===== config.mk =====
export PLATFORM = sky130hd
export DESIGN_NAME = two_port_rr_arbiter
export DESIGN_NICKNAME = d
export VERILOG_FILES = /design/src/rtl/two_port_rr_arbiter.sv
export SDC_FILE = /design/constraint.sdc
export NUM_CORES = 1
export LEC_CHECK = 0
export CORE_MARGIN = 8
export CORE_UTILIZATION = 53
export CTS_CLUSTER_SIZE = 24
export DETAILED_ROUTE_END_ITERATION = 6
export GPL_ROUTABILITY_DRIVEN = 0
export PLACE_DENSITY = 0.82
export REMOVE_ABC_BUFFERS = 1
export SLEW_MARGIN = 20
export SYNTH_ARGS = -nofsm -noshare
export SYNTH_HDL_FRONTEND = slang
export SYNTH_SLANG_ARGS = --single-unit

===== constraint.sdc =====
create_clock -name clk -period 6.1 [get_ports clk]
set_input_delay 0.915 -clock clk [delete_from_list [all_inputs] [get_ports clk]]
set_output_delay 0.915 -clock clk [all_outputs]
set_load 0.01 [all_outputs]

===== src/rtl/two_port_rr_arbiter.sv =====
// rtl/two_port_rr_arbiter.sv - two-requester round-robin arbiter with burst limit
//
// Ports:
//   clk            single clock, all state changes on posedge
//   reset          asynchronous active-high reset
//   req_a, req_b   requester A / B wants the shared channel
//   a, b           requester A / B data (WIDTH bits)
//   grant_a        registered, A owns the channel
//   grant_b        registered, B owns the channel
//   x_var          shared channel data (a in GNT_A, b in GNT_B, zero in IDLE)
//   valid          grant_a | grant_b
//   lock           (only with ARB_LOCK_EN) suppresses the burst limit for the owner
//
// Build option: define ARB_LOCK_EN to add the lock input.
module two_port_rr_arbiter #(
    parameter int WIDTH     = 2,
    parameter int MAX_BURST = 4
) (
    input  logic             clk,
    input  logic             reset,
    input  logic             req_a,
    input  logic             req_b,
`ifdef ARB_LOCK_EN
    input  logic             lock,
`endif
    input  logic [WIDTH-1:0] a,
    input  logic [WIDTH-1:0] b,
    output logic             grant_a,
    output logic             grant_b,
    output logic [WIDTH-1:0] x_var,
    output logic             valid
);

    typedef enum logic [1:0] {
        IDLE  = 2'b00,
        GNT_A = 2'b01,
        GNT_B = 2'b10
    } state_t;

    localparam logic [3:0] CNT_MAX = 4'(MAX_BURST - 1);

    state_t     state_q, state_d;
    logic [3:0] cnt_q, cnt_d;
    logic       last_a_q, last_a_d;
    logic       grant_a_q, grant_b_q;
    logic       lock_w;
    logic       win_a;

`ifdef ARB_LOCK_EN
    assign lock_w = lock;
`else
    assign lock_w = 1'b0;
`endif

    // Fresh arbitration: A wins if it is the only requester, or both request
    // and the pointer says B was served last.
    assign win_a = req_a && (!req_b || !last_a_q);

    always_comb begin
        state_d  = IDLE;
        cnt_d    = '0;
        last_a_d = last_a_q;

        case (state_q)
            IDLE: begin
                if (req_a || req_b)
                    state_d = win_a ? GNT_A : GNT_B;
            end
            GNT_A: begin
                if (req_a)
                    state_d = (req_b && cnt_q == CNT_MAX && !lock_w) ? GNT_B : GNT_A;
                else
                    state_d = req_b ? GNT_B : IDLE;
            end
            GNT_B: begin
                if (req_b)
                    state_d = (req_a && cnt_q == CNT_MAX && !lock_w) ? GNT_A : GNT_B;
                else
                    state_d = req_a ? GNT_A : IDLE;
            end
            default: state_d = IDLE;
        endcase

        // Counter runs only while the same owner keeps the channel; any
        // change of grant (including entry from IDLE) restarts it at zero.
        if (state_d != IDLE && state_d == state_q)
            cnt_d = (cnt_q == CNT_MAX) ? cnt_q : cnt_q + 4'd1;

        if (state_d == GNT_A && state_q != GNT_A)
            last_a_d = 1'b1;
        else if (state_d == GNT_B && state_q != GNT_B)
            last_a_d = 1'b0;
    end

    always_ff @(posedge clk or posedge reset) begin
        if (reset) begin
            state_q   <= IDLE;
            cnt_q     <= '0;
            last_a_q  <= 1'b0;
            grant_a_q <= 1'b0;
            grant_b_q <= 1'b0;
        end else begin
            state_q   <= state_d;
            cnt_q     <= cnt_d;
            last_a_q  <= last_a_d;
            grant_a_q <= (state_d == GNT_A);
            grant_b_q <= (state_d == GNT_B);
        end
    end

    always_comb begin
        x_var = '0;
        case (state_q)
            GNT_A:   x_var = a;
            GNT_B:   x_var = b;
            default: x_var = '0;
        endcase
    end

    assign grant_a = grant_a_q;
    assign grant_b = grant_b_q;
    assign valid   = grant_a_q | grant_b_q;

endmodule


==> impl_metrics.tcl <==
set metrics [dict create \
    fin_util 0.6824 \
    synthDistinctLibCells 28 \
    pin_count 13 \
    wl_per_cell_um 14.62 \
    r2r_end "cnt_q[3]" \
    hp-class "reg2reg" \
    yosysWarnings 0 \
    hp-start "last_a_q" \
    worst_ep_arrival_time_ns 2.12 \
    outcome "complete, no violations" \
    final_common_cell "clkdlybuf4s50_1" \
    fp.dieH_um 52.46 \
    power_leakage_nw 0.3692 \
    path_class "in2out" \
    cts_max_path_buffers 2 \
    port_buffers 12 \
    reg2reg_depth 7 \
    grt-ovfl-total 0 \
    worst_hold_slack_ns 0.5778 \
    hold_viol_final 0 \
    cts-resized-gates 0 \
    initial_utilization 0.5552 \
    syn_inst 71 \
    core_area_um2 1269 \
    crit_path_max_fanout 1 \
    finalSetupViolations 0 \
    clkSinkCount 9 \
    grt_max_degree 11 \
    clock_latency_ns 0.26 \
    max-cap-violations 0 \
    chipWidth_um 52.46 \
    max_freq_ghz 0.3290 \
    ys_ff_latch 9 \
    dp_hpwl_um 1191 \
    nets 100 \
    postCtsSetupBuffers 0 \
    grt_pass1_wl_um 2532 \
    grtUsageTotal 0.1199 \
    clock_skew_ns 0.001127 \
    crit_required_ns 5.18 \
    cts_hold_buf 0 \
    cp-end-kind "primary output" \
    layout_common_cells "clkdlybuf4s50_1, dfrtp_1, nor2_1" \
    drive_gt1_frac 0.1744 \
    vias 589 \
    syn_area_per_cell_um2 9.921 \
    hold_depth 2 \
    drtAntennaViolNets 0 \
    synth_area_leaders "dfrtp_1, ha_1, o31ai_2" \
    drc_errors 0 \
    row_count 13 \
    hold_path_end "last_a_q" \
    synthArstFlopShare 1.000 \
    peakVddDrop_uv 253.9 \
    finalMaxSlewViolations 0 \
    cts_root_buf "clkbuf_4" \
    grt_pass1_vias 592 \
    cts_buffers 3 \
    synth_edf_count 0 \
    htreeDepth 1 \
    dieArea_um2 2752 \
    viasPerCell 5.832 \
    cp-start-kind "input port" \
    fin_tns_setup_ns 0 \
    rsz0062_at_grt "no" \
    wl_um 1477 \
    first_iter_violations 16 \
    r2r_slack_ns 3.90 \
    synth_top_area_frac 0.3197 \
    synth_ff_type "dfrtp_1" \
    power_density_nw_per_um2 391.8 \
    syn_to_final_growth_pct 22.91 \
    grt_antenna_before_repair 0 \
    reg2reg_from "state_q[0]" \
    insertedDiodeCount 0 \
    clkTransAtPathRegs_ns 0.06 \
    synth_area_um2 704.4 \
    synth_top_area_cell "dfrtp_1" \
    tightest_slew_ns 0.4748 \
    min_period_ns 3.039 \
    period_share 0.4982 \
    max_slew_margin 0.6801 \
    drt_pass1_iterations 4 \
    tritoncts "built" \
    ys_seq_area_frac 0.3197 \
]
[registers in the layout, summed over array words and instances, names as in the netlist]
signal    count
cnt_q         4
grant_b       1
state_q       2
grant_a       1
last_a_q      1
[stage by stage]
stage | std cells | area (µm²) | setup slack [ns] | total power [mW]
finish | 101 | 865.8 | 3.061 | 0.3392
global route | 101 | 865.8 | 3.019 | 0.3665
CTS | 101 | 865.8 | 3.048 | 0.3390
detailed placement | 97 | 839.6 | 3.048 | 0.2925
global placement | 97 | 839.6 | 3.070 | 0.2870
floorplan | 70 | 700.7 | 4.009 | 0.2309
[cells in the mapped netlist, types with 2 or more instances]
library cell,number
dfrtp_1,9
nor2_1,8
ha_1,5
inv_1,4
nand4_1,4
o31ai_2,4
a21oi_1,3
mux2_2,3
mux2i_1,3
nand2_1,3
nand2b_1,3
o21ai_0,3
a22oi_1,2
nor2b_1,2
xor2_1,2
[where the power goes]
group / internal [mW] / switching (mW) / total [mW]
clock network: 0.0253 / 0.0217 / 0.0470
logic: 0.0884 / 0.109 / 0.198
registers: 0.0769 / 0.0175 / 0.0944
total: 0.191 / 0.149 / 0.339
[cell families after synthesis]
| logic type | share of synthesized area |
|---|---|
| AO/OA/AOI/OAI | 0.2114 |
| XOR/XNOR | 0.02487 |
| multiplexers | 0.09058 |
| AND/OR/NAND/NOR | 0.2380 |
| buffers and inverters | 0.02663 |
| adder cells (fa/ha/maj) | 0.08881 |
| flip-flops | 0.3197 |
[critical path, stage by stage]
cell and delay (ns):
clkdlybuf4s50_1 0.46, a22oi_1 0.09, nor2b_1 0.12, clkdlybuf4s50_1 0.54
[layout make-up]
cell class / count / area (µm²)
clock buffer: 4 / 26.28
fill: 99 / 402.9
inverter: 4 / 15.01
multi-input combinational: 57 / 460.4
sequential: 9 / 225.2
tap: 15 / 18.77
timing repair buffer: 12 / 120.1
[routing by layer]
layer	GRT usage	share of wire	wire [µm]	vias up
met1	0.1466	0.44	657	279
li1	-	-	-	288
met5	0	0	0	-
met4	0.03879	0.012	18	0
met3	0.03977	0.058	86	4
met2	0.1917	0.48	715	18
[worst max-delay path by stage]
stage,start,to,slack (ns),cells past startpoint
finish,b[1],x_var[1],3.06,4
floorplan,b[0],x_var[0],4.01,2
detailed placement,b[1],x_var[1],3.05,4
global route,b[1],x_var[1],3.02,4
CTS,b[1],x_var[1],3.05,4
global placement,b[0],x_var[0],3.07,4
Note: power is estimated with default switching activity, not from simulation.
